==> src/rtl/axis_s.sv <==
// axis_s: AXI-Stream slave that buffers beats in a FWFT FIFO and tracks packet length/count
// Ports: aclk/areset clock and async reset; tvalid/tready/tdata/tlast stream in;
//        rd_en/rd_valid/rd_data/rd_last pop side; fill occupancy;
//        word_cnt/pkt_len/pkt_done/pkt_cnt packet tracking on the accept side
module axis_s #(
   parameter int DATA_W = 32,
   parameter int DEPTH  = 4,
   parameter int CNT_W  = 8
) (
   input  logic                     aclk,
   input  logic                     areset,
   input  logic                     tvalid,
   input  logic                     tlast,
   input  logic [DATA_W-1:0]        tdata,
   output logic                     tready,
   input  logic                     rd_en,
   output logic                     rd_valid,
   output logic [DATA_W-1:0]        rd_data,
   output logic                     rd_last,
   output logic [$clog2(DEPTH):0]   fill,
   output logic [CNT_W-1:0]         word_cnt,
   output logic [CNT_W-1:0]         pkt_len,
   output logic                     pkt_done,
   output logic [CNT_W-1:0]         pkt_cnt
);
   localparam int AW = $clog2(DEPTH);
   logic [DATA_W:0]  mem_q [DEPTH];
   logic [AW-1:0]    wr_ptr_q, wr_ptr_d, rd_ptr_q, rd_ptr_d;
   logic [AW:0]      fill_q, fill_d;
   logic [CNT_W-1:0] word_cnt_q, word_cnt_d, pkt_len_q, pkt_len_d, pkt_cnt_q, pkt_cnt_d;
   logic             pkt_done_q, pkt_done_d, rst_q;
   logic             accept, pop, last_acc, wc_sat;
   // rst_q holds tready low for the first edge after reset release
   assign tready   = !rst_q && fill_q != (AW+1)'(DEPTH);
   assign rd_valid = fill_q != '0;
   assign {rd_last, rd_data} = rd_valid ? mem_q[rd_ptr_q] : '0;
   assign fill     = fill_q;
   assign word_cnt = word_cnt_q;
   assign pkt_len  = pkt_len_q;
   assign pkt_done = pkt_done_q;
   assign pkt_cnt  = pkt_cnt_q;
   always_comb begin
      accept     = tvalid && tready;
      pop        = rd_en && rd_valid;
      last_acc   = accept && tlast;
      wc_sat     = word_cnt_q == '1;
      wr_ptr_d   = accept ? wr_ptr_q + AW'(1) : wr_ptr_q;
      rd_ptr_d   = pop ? rd_ptr_q + AW'(1) : rd_ptr_q;
      fill_d     = fill_q + (AW+1)'(accept) - (AW+1)'(pop);
      word_cnt_d = last_acc ? '0 : (accept && !wc_sat) ? word_cnt_q + CNT_W'(1) : word_cnt_q;
      pkt_len_d  = last_acc ? (wc_sat ? word_cnt_q : word_cnt_q + CNT_W'(1)) : pkt_len_q;
      pkt_cnt_d  = last_acc ? pkt_cnt_q + CNT_W'(1) : pkt_cnt_q;
      pkt_done_d = last_acc;
   end
   always_ff @(posedge aclk or posedge areset) begin
      if (areset) begin
         rst_q      <= 1'b1;
         wr_ptr_q   <= '0;
         rd_ptr_q   <= '0;
         fill_q     <= '0;
         word_cnt_q <= '0;
         pkt_len_q  <= '0;
         pkt_cnt_q  <= '0;
         pkt_done_q <= 1'b0;
         for (int i = 0; i < DEPTH; i++) mem_q[i] <= '0;
      end else begin
         rst_q      <= 1'b0;
         wr_ptr_q   <= wr_ptr_d;
         rd_ptr_q   <= rd_ptr_d;
         fill_q     <= fill_d;
         word_cnt_q <= word_cnt_d;
         pkt_len_q  <= pkt_len_d;
         pkt_cnt_q  <= pkt_cnt_d;
         pkt_done_q <= pkt_done_d;
         if (accept) mem_q[wr_ptr_q] <= {tlast, tdata};
      end
   end
endmodule

==> config.mk <==
export PLATFORM = sky130hd
export DESIGN_NAME = axis_s
export DESIGN_NICKNAME = d
export VERILOG_FILES = /design/src/rtl/axis_s.sv
export SDC_FILE = /design/constraint.sdc
export NUM_CORES = 1
export LEC_CHECK = 0
export BUFFER_PORTS_ARGS = -buffer_cell sky130_fd_sc_hd__buf_2
export CAP_MARGIN = 20
export CORE_AREA = 2 2 169 188
export DETAILED_ROUTE_END_ITERATION = 10
export DIE_AREA = 0 0 171 190
export MAX_ROUTING_LAYER = met4
export PLACE_DENSITY = 0.42
export SLEW_MARGIN = 20
export SYNTH_ARGS = -nofsm -noshare
export SYNTH_HDL_FRONTEND = slang
export SYNTH_SLANG_ARGS = --single-unit
==> constraint.sdc <==
create_clock -name aclk -period 5.1 [get_ports aclk]
set_input_delay 1.02 -clock aclk [delete_from_list [all_inputs] [get_ports aclk]]
set_output_delay 1.02 -clock aclk [all_outputs]
set_load 0.05 [all_outputs]
Word-level counts from Yosys, hierarchy flattened
Index checks and enable logic that the tools add are counted.

word-level totals
  register bits after elaboration = 165
  output and inout bits = 63

operators by class
  equal/unequal tests = 2
  bitwise gates (word level) = 2
  add/subtract/negate cells = 6
  reductions and logical operators = 10
  multiplexer cells = 10
  $lt $le $gt $ge = 3

operators with widths
  kind                                                                           number
  132-bit bitwise mux                                                            1
  33-bit two-way mux                                                             4
  33-bit binary-select mux with 2-bit select                                     1
  33-bit demux with 2-bit select                                                 1
  8-bit two-way mux                                                              3
  8-bit by 1-bit adder with 8-bit output (second input constant)                 2
  8-bit == test (second input constant)                                          1
  3-bit >= comparator (second input constant)                                    2
  1-bit logical AND                                                              6
  2-bit inverter with 3-bit output                                               2
  2-bit by 1-bit adder with 2-bit output (second input constant)                 2
  3-bit by 1-bit adder with 3-bit output                                         1
  3-bit by 1-bit less-than comparator with 1-bit output (second input constant)  1
  3-bit != test (second input constant)                                          1
  3-bit nonzero test                                                             1
  3-bit by 1-bit subtractor with 3-bit output                                    1
  1-bit logical NOT                                                              2
  2-bit nonzero test                                                             1

Depth between registers and ports, before layout
Gate-level depths: netlist of the first run.

  depth in word-level cells = 6
  depth in mapped cells = 12

Worst setup path before layout of the first run
Ideal clock, no wire load.

  path kind = register to output
  start = register fill_q[1], in the netlist fill[1]
  end = output rd_data[23]
  slack = 1.886 ns
  arrival time = 2.194 ns
  data required time = 4.080 ns
  cell stages (with the launch flop) = 5
  path through = dfrtp_1 -> or3_1 -> clkbuf_1 -> clkbuf_1 -> and2_1

on the way
  cells in the longest elaborated chain, start to end = 2

RTL lines
  element                 RTL line  source
  from (decl)             29        logic [AW:0] fill_q, fill_d;
  from (signal assigned)  70        fill_q <= fill_d;
  3-bit nonzero test      35        assign rd_valid = fill_q != '0;
  via rd_valid            17        output logic rd_valid,
  33-bit two-way mux      36        assign {rd_last, rd_data} = rd_valid ? mem_q[rd_ptr_q] : '0;
  to (decl)               18        output logic [DATA_W-1:0] rd_data,

The timed path passes the listed nets, and every way through them passes these cells.

Final worst setup path of the first run
  start = register rd_ptr_q[0]
  end = output rd_data[22]

on the way
  cells in the longest elaborated chain, start to end = 5

RTL lines
  element                                                 RTL line  source
  from (decl)                                             28        logic [AW-1:0] wr_ptr_q, wr_ptr_d, rd_ptr_q, rd_ptr_d;
  from (signal assigned)                                  69        rd_ptr_q <= rd_ptr_d;
  2-bit inverter with 3-bit output (not written as such)  36
  33-bit binary-select mux with 2-bit select              36
  33-bit two-way mux (not written as such) (2 in a row)   36
  33-bit two-way mux                                      36

No other way between the ends. The select of a mux whose other input is x is not followed.

==> impl_metrics.json, run 1 <==
{
  "clkLatencyLatePin_ns": 0.43,
  "r2r_start": "fill[1]$_DFF_PP0_",
  "cts.repair.resized": 0,
  "grt-ovfl-total": 0,
  "rows": 68,
  "synth_simple_gate_area_share_pct": 6.82,
  "postRouteAntennaNets": 0,
  "synthFlopType": "dfrtp_1",
  "stdcell_area_um2": 9070,
  "setup_ws_ns": 1.57,
  "yosys.cell_count.top_type": "dfrtp_1",
  "die_w_um": 171,
  "ys_top_cells_by_count": "164 x dfrtp_1, 72 x mux2_2, 60 x mux2_1",
  "die_height_um": 190,
  "htreeDepth": 4,
  "die-area_um2": 32500,
  "fin_skew_ns": 0.0143,
  "grt_max_degree": 71,
  "hp-class": "flop to flop",
  "antenna_found_initial": 4,
  "dr.pass1.iters": 4,
  "avgViaCountPerCell": 4.31,
  "start_kind": "flop",
  "holdCritStartpoint": "pkt_cnt[7]$_DFFE_PP0P_",
  "syn_inst": 514,
  "first_iter_violations": 117,
  "synthXorXnorAreaFrac_pct": 2.09,
  "drv_cap": 0,
  "clockBufferDepth": 2,
  "synth.distinct_cells": 43,
  "coreArea_um2": 30800,
  "cts_setup_buffers": 0,
  "drc": 0,
  "setup_violations": 0,
  "synth.area.mux_share_pct": 29.9,
  "end_kind": "primary output",
  "dpl-instance-area_um2": 8490,
  "yosysTopAreaCell": "dfrtp_1",
  "syn-cell-area_um2": 7560,
  "synthArstFlopShare_pct": 100,
  "area_delta_synth_final_pct": 19.9,
  "critical_path_class": "flop to primary output",
  "arrival_ns": 2.51,
  "finalMaxSlewViolations": 0,
  "synth_top_family_by_area": "multiplexers",
  "nNetsFinal": 654,
  "holdPathStages": 1,
  "worstReg2RegEnd": "fill[2]$_DFF_PP0_",
  "finalCritPeriodShare_pct": 69.3,
  "worstRegToRegCells": 9,
  "drive_above_1_share_pct": 41.5,
  "yosys.area.top_type_share_pct": 54.3,
  "relSlewSlack_pct": 30.6,
  "rsz0062_at_grt": "no",
  "ys.warnings.count": 0,
  "cts_made_buffers": 17,
  "fill_cells": 3178,
  "synth_compound_area_share_pct": 2.02,
  "place_hpwl_um": 11400,
  "syn_nets": 560,
  "clk_pin_slew_ns": 0.07,
  "period_minus_slack_ns": 3.53,
  "dpl_worst_slack_ns": 1.65,
  "cp_max_fo": 27,
  "min_to": "pkt_cnt[7]$_DFFE_PP0P_",
  "synth_edf_count": 0,
  "cts_tree": "done",
  "ioPinCount": 100,
  "holdBufCountCts": 0,
  "grt_pass1_vias": 5086,
  "setup_tns_ns": 0,
  "ys_ff_latch": 165,
  "cts_sinks": 165,
  "critical_path.startpoint": "rd_ptr_q[0]$_DFFE_PP0P_",
  "drt-total-wl_um": 18300,
  "fmax_mhz": 283,
  "wire_per_inst_um": 17.5,
  "status": "finished clean",
  "initial_core_util_pct": 24.5,
  "grt_pass1_wl_um": 29400,
  "seq_area_frac_synth_pct": 54.6,
  "port-buffer-count": 99,
  "crit_required_ns": 4.08,
  "clock-root-buffer": "clkbuf_16",
  "syn_avg_cell_area_um2": 14.7,
  "num_vias": 4501,
  "gp_congestion": 0.688,
  "r2r_setup_slack_ns": 2.10,
  "hold_viol": 0,
  "grt.total_usage_pct": 12.4,
  "synth_fa_ha_area_share_pct": 1.59,
  "synth.area.top_cells": "dfrtp_1 54%, mux2_2 11%, mux4_2 9.8%",
  "tightest_slew_ns": 1.04
}
## per-stage QoR
step / utilization, % / hold WS (ns) / instances
after floorplan: - / 0.459 / 514
after global placement: 27.4 / 0.462 / 1007
after detailed placement: 27.6 / 0.460 / 1008
after CTS: 29.3 / 0.475 / 1040
after global routing: 29.4 / 0.487 / 1045
final: 29.4 / 0.473 / 1045
## placed cells by master, fill, tap and decap left out, drive strengths merged, types with 3 or more instances in the layout
cell type and instances:
xor2 3, nor2 10, or3 3, mux2 132, diode 4, ha 8
and2 34, o21ai 6, nand2 20, buf 105, nand4 4, mux2i 3
or2 3, clkinv 5, inv 13, o41ai 3, xnor2 15, clkbuf 19
nand3 5, clkinvlp 5, mux4 33, dfrtp 164, a21oi 7
## how the worst max path moves through the flow
stage / endpoint / slack (ns) / cells after the start
floorplan: rd_data[23] / 1.89 / 4
global route: rd_data[22] / 1.38 / 4
CTS: rd_data[22] / 1.18 / 4
finish: rd_data[22] / 1.57 / 4
detailed placement: rd_data[22] / 1.65 / 4
global placement: rd_data[22] / 1.62 / 4
## kinds of logic after synthesis
logic type | count (synthesis)
AND/OR/NAND/NOR | 90
AO/OA/AOI/OAI | 23
XOR/XNOR | 18
buffers and inverters | 40
other | 1
flip-flops | 165
multiplexers | 168
adder cells (fa/ha/maj) | 9
## critical path: stages, from the launching register on
cell and delay (ns):
dfrtp_4 0.82, buf_4 0.34, mux4_2 0.52, and2_1 0.17, buf_2 0.21
## registers in the layout, indices dropped and copies added (netlist names)
signal / cells
mem_q: 132
pkt_cnt: 8
pkt_len: 8
word_cnt: 8
fill: 3
rd_ptr_q: 2
wr_ptr_q: 2
pkt_done: 1
rst_q: 1
## area by class of cell
class	instances	area, um2	area share (%)
multi-input combinational	309	3220	35.5
sequential	165	4140	45.6
tap	420	526	5.79
timing repair buffer	105	586	6.46
antenna	4	10.0	0.110
inverter	10	41.3	0.455
clock buffer	19	453	4.99
clock inverter	13	97.6	1.08
## per-layer routing
metal  routed length [um]  global-route usage [%]  vias to the layer above
met1                 8030                    14.8                     2365
met5                    0                       -                        -
li1                     -                       -                     2044
met2                 9240                    20.3                       85
met4                  189                    3.36                        0
met3                  849                    3.68                        7
Power of run 1 is not shown: default switching activity piles up to over one toggle a cycle in this logic, so the estimate is an artifact.
==> inputs of run 2 (changes only) <==
clock period = 2.8 ns   (was 5.1 ns; I/O delays follow)
==> impl_metrics.json, run 2 (synthesized netlist as in run 1, its figures left out) <==
{
  "num_vias": 4532,
  "hp-class": "primary input to flop",
  "die-area_um2": 32500,
  "crit_required_ns": 2.24,
  "final_common_cell": "dfrtp_1",
  "fmax_mhz": 388,
  "drive_above_1_share_pct": 42.0,
  "dp_cells": 1016,
  "finalMaxSlewViolations": 0,
  "pwr_density_cell_nw_per_um2": 1380,
  "nNetsFinal": 661,
  "wire_per_inst_um": 17.2,
  "grt.total_usage_pct": 12.2,
  "arrival_ns": 2.02,
  "start_kind": "flop",
  "clock-root-buffer": "clkbuf_16",
  "setup_tns_ns": 0,
  "place_hpwl_um": 11400,
  "min_to": "mem_q[34]$_DFFE_PP0P_",
  "cts.repair.resized": 0,
  "dr.pass1.iters": 4,
  "avgViaCountPerCell": 4.31,
  "drv_cap": 0,
  "area_delta_synth_final_pct": 21.0,
  "cts_sinks": 165,
  "layout_common_cells": "162 x dfrtp_1, 99 x buf_2, 72 x mux2_2",
  "die_w_um": 171,
  "initial_core_util_pct": 24.5,
  "critical_path_class": "flop to primary output",
  "rsz0062_at_grt": "no",
  "hold_viol": 0,
  "finalCritPeriodShare_pct": 92.0,
  "clk_pin_slew_ns": 0.07,
  "die_height_um": 190,
  "antenna_found_initial": 3,
  "cts_tree": "done",
  "grt_max_degree": 166,
  "power.static_leakage_nw": 4.03,
  "fin_skew_ns": 0.0142,
  "worstRegToRegCells": 9,
  "top_register": "mem_q",
  "htreeDepth": 4,
  "critical_path.startpoint": "fill[0]$_DFF_PP0_",
  "drt-total-wl_um": 18000,
  "period_minus_slack_ns": 2.58,
  "coreArea_um2": 30800,
  "total_power_w": 0.0126,
  "worstReg2RegEnd": "fill[2]$_DFF_PP0_",
  "clockBufferDepth": 2,
  "postRouteAntennaNets": 0,
  "clkLatencyLatePin_ns": 0.43,
  "stdcell_area_um2": 9150,
  "cp_max_fo": 34,
  "peakVddDrop_uv": 549,
  "rows": 68,
  "r2r_setup_slack_ns": 0.39,
  "holdPathStages": 2,
  "ioPinCount": 100,
  "gp_congestion": 0.704,
  "largest_register_ffs": 132,
  "status": "finished clean",
  "end_kind": "primary output",
  "relSlewSlack_pct": 39.5,
  "first_iter_violations": 172,
  "r2r_start": "fill[0]$_DFF_PP0_",
  "cts_setup_buffers": 0,
  "drc": 0,
  "holdCritStartpoint": "tdata[1]",
  "setup_violations": 0,
  "grt-ovfl-total": 0,
  "tightest_slew_ns": 0.908,
  "port-buffer-count": 99,
  "cts_made_buffers": 17,
  "grt_pass1_wl_um": 29300,
  "instances_no_fill": 1051,
  "holdBufCountCts": 0,
  "grt_pass1_vias": 5192,
  "dpl-instance-area_um2": 8580
}
[run 2: through the flow]
stage	util (%)	setup slack, ns	hold WS (ns)
after floorplan	-	0.0457	0.459
after global placement	27.9	0.466	0.464
after detailed placement	27.9	0.414	0.471
after CTS	29.7	0.155	0.359
after global routing	29.7	0.111	0.377
final	29.7	0.224	0.381
[run 2: final cells by class]
class,count,area (um2)
Clock buffer,19,443
Antenna cell,3,7.51
Tap cell,420,526
Multi-Input combinational cell,309,3220
Fill cell,3220,21700
Clock inverter,13,115
Sequential cell,165,4130
Inverter,10,41.3
Timing Repair Buffer,112,668
[run 2: how the worst max path moves through the flow]
| stage | to | slack (ns) |
|---|---|---|
| 6_report | rd_data[13] | 0.22 |
| 3_3_place_gp | fill[2]$_DFF_PP0_ | 0.47 |
| 4_1_cts | rd_data[1] | 0.16 |
| 3_5_place_dp | fill[2]$_DFF_PP0_ | 0.41 |
| 2_1_floorplan | rd_data[23] | 0.05 |
| 5_1_grt | rd_data[13] | 0.11 |
[run 2: critical path, cell delays in order, from the launching register on]
cell,delay [ns]
dfrtp_1,0.42
or3_2,0.47
buf_4,0.27
and2_1,0.20
buf_2,0.21
[run 2: report_power, final]
part | internal [W] | total [W] | leakage (nW) | switching [W]
sequential | 0.00350 | 0.00410 | 2.00 | 0.000606
clock | 0.00119 | 0.00224 | 0.271 | 0.00105
combinational | 0.00243 | 0.00624 | 1.75 | 0.00381
[run 2: metal layers]
metal,up-vias,GRT usage [%],routed length (um)
li1,2050,-,-
met1,2388,14.8,8120
met2,81,20.1,9060
met3,13,2.91,678
met5,-,-,0
met4,0,3.52,192
(Power assumes the default switching activity.)
==> inputs of run 3 (changes only) <==
CELL_PAD_IN_SITES_DETAIL_PLACEMENT = 1   (was default)
CELL_PAD_IN_SITES_GLOBAL_PLACEMENT = 1   (was default)
PLACE_DENSITY = 0.47   (was 0.42)
SKIP_LAST_GASP = 1   (was default)
clock period = 2.5 ns   (was 2.8 ns; I/O delays follow)
==> impl_metrics.json, run 3 (synthesized netlist as in run 1, its figures left out) <==
{
  "grt_pass1_vias": 5503,
  "slowest_stage": "mux4_2",
  "fmax_mhz": 405,
  "die_height_um": 190,
  "fill_cells": 3307,
  "layout_common_cells": "162 x dfrtp_1, 72 x mux2_2, 66 x buf_2",
  "relSlewSlack_pct": 63.4,
  "htreeDepth": 4,
  "clkLatencyLatePin_ns": 0.43,
  "pwr_density_cell_nw_per_um2": 1650,
  "rows": 68,
  "multi_input_area_um2": 3270,
  "power.static_leakage_nw": 4.27,
  "antenna_found_initial": 3,
  "crit_chain": "buf_12 > clkbuf_16 > mux4_2 > and2_1 > buf_6",
  "top_register": "mem_q",
  "final_common_cell": "dfrtp_1",
  "clock-root-buffer": "clkbuf_16",
  "nNetsFinal": 672,
  "tightest_slew_ns": 0.547,
  "r2r_setup_slack_ns": 0.24,
  "die_w_um": 171,
  "cts_sinks": 165,
  "arrival_ns": 1.97,
  "start_kind": "flop",
  "fin_skew_ns": 0.0156,
  "dp_cells": 1021,
  "holdBufCountCts": 0,
  "instances_no_fill": 1062,
  "drc": 0,
  "ff_latch_area_um2": 4130,
  "finalCritPeriodShare_pct": 98.7,
  "clk_pin_slew_ns": 0.07,
  "avgViaCountPerCell": 4.43,
  "largest_register_ffs": 132,
  "area_delta_synth_final_pct": 28.1,
  "grt-ovfl-total": 0,
  "first_iter_violations": 102,
  "end_kind": "primary output",
  "crit_required_ns": 2.00,
  "dr.pass1.iters": 3,
  "finalMaxSlewViolations": 0,
  "fin_util_pct": 31.5,
  "hp-class": "primary input to async pin",
  "place_hpwl_um": 12300,
  "status": "finished clean",
  "die-area_um2": 32500,
  "grt.total_usage_pct": 12.8,
  "cp_max_fo": 7,
  "total_power_w": 0.0160,
  "drv_cap": 0,
  "clockBufferDepth": 2,
  "peakVddDrop_uv": 553,
  "critical-path-top-delay-family": "multiplexers",
  "drt-total-wl_um": 19700,
  "cts_tree": "done",
  "period_minus_slack_ns": 2.47,
  "port-buffer-count": 99,
  "grt_max_degree": 86,
  "drive_above_1_share_pct": 46.6,
  "critical_path_class": "flop to primary output",
  "max_stage_delay_ns": 0.49,
  "coreArea_um2": 30800,
  "postRouteAntennaNets": 0,
  "grt_pass1_wl_um": 30600,
  "cts_made_buffers": 17,
  "initial_core_util_pct": 24.5,
  "critPathBufInv": 3,
  "num_vias": 4706,
  "ioPinCount": 100,
  "wire_per_inst_um": 18.5,
  "setup_violations": 0,
  "rsz0062_at_grt": "yes",
  "hold_viol": 0,
  "gp_congestion": 0.719
}
==> run 3: cell types whose count changed in the layout (fill, tap and decap cells not counted), sizes merged <==
cell    previous run  this run
buf              112       120
bufinv             0         4
inv               17        14
clkbuf            19        20
clkinv             3         4
==> run 3: power by group <==
group          switching (W)  internal, W  total [W]
Clock                0.00118      0.00171    0.00289
Combinational        0.00457      0.00390    0.00847
Sequential          0.000682      0.00392    0.00460
Total                0.00643      0.00952     0.0160
==> run 3: timing repair <==
item,in CTS,in global routing
resized for setup,0,118
gates cloned,0,4
buffers inserted,1,1
endpoints found under the setup margin,20,30
==> run 3: per-layer routing <==
metal	vias to the layer above	global-route usage, %	part of all wire, %
met5	-	-	0
met4	0	3.19	1.1
met3	19	3.27	3.7
met2	84	22.9	54
met1	2527	14.1	41
li1	2076	-	-
==> run 3: worst paths after layout <==
kind                                          from                      to  depth (start not counted)
setup / recovery           rd_ptr_q[0]$_DFFE_PP0P_                 rd_last                          5
min in group aclk                         tdata[7]    mem_q[7]$_DFFE_PP0P_                          2
setup reg to reg                 fill[1]$_DFF_PP0_       fill[2]$_DFF_PP0_                          9
hold / removal                              areset   mem_q[68]$_DFFE_PP0P_                          2
max in group asynchronous                   areset   mem_q[51]$_DFFE_PP0P_                          3
hold reg to reg             pkt_cnt[7]$_DFFE_PP0P_  pkt_cnt[7]$_DFFE_PP0P_                          1
==> run 3: area by class of cell <==
type                    count  share of cell area (%)
flip-flops and latches    165                    42.7
multi-input cells         309                    33.8
repair buffers            123                    11.0
well taps                 420                    5.42
clock buffers              17                    4.39
clock inverters            15                    2.27
inverters                  10                   0.426
diodes                      3                  0.0775
==> run 3: through the flow <==
stage	area, um2	hold WS [ns]	TNS, ns	setup slack, ns
finish	9690	0.0284	0	0.0335
global route	9690	0.0213	-0.675	-0.0368
CTS	9330	0.00767	-0.352	-0.0447
detailed placement	8670	0.469	0	0.228
global placement	8670	0.467	0	0.293
floorplan	7570	0.459	-16.33	-0.221
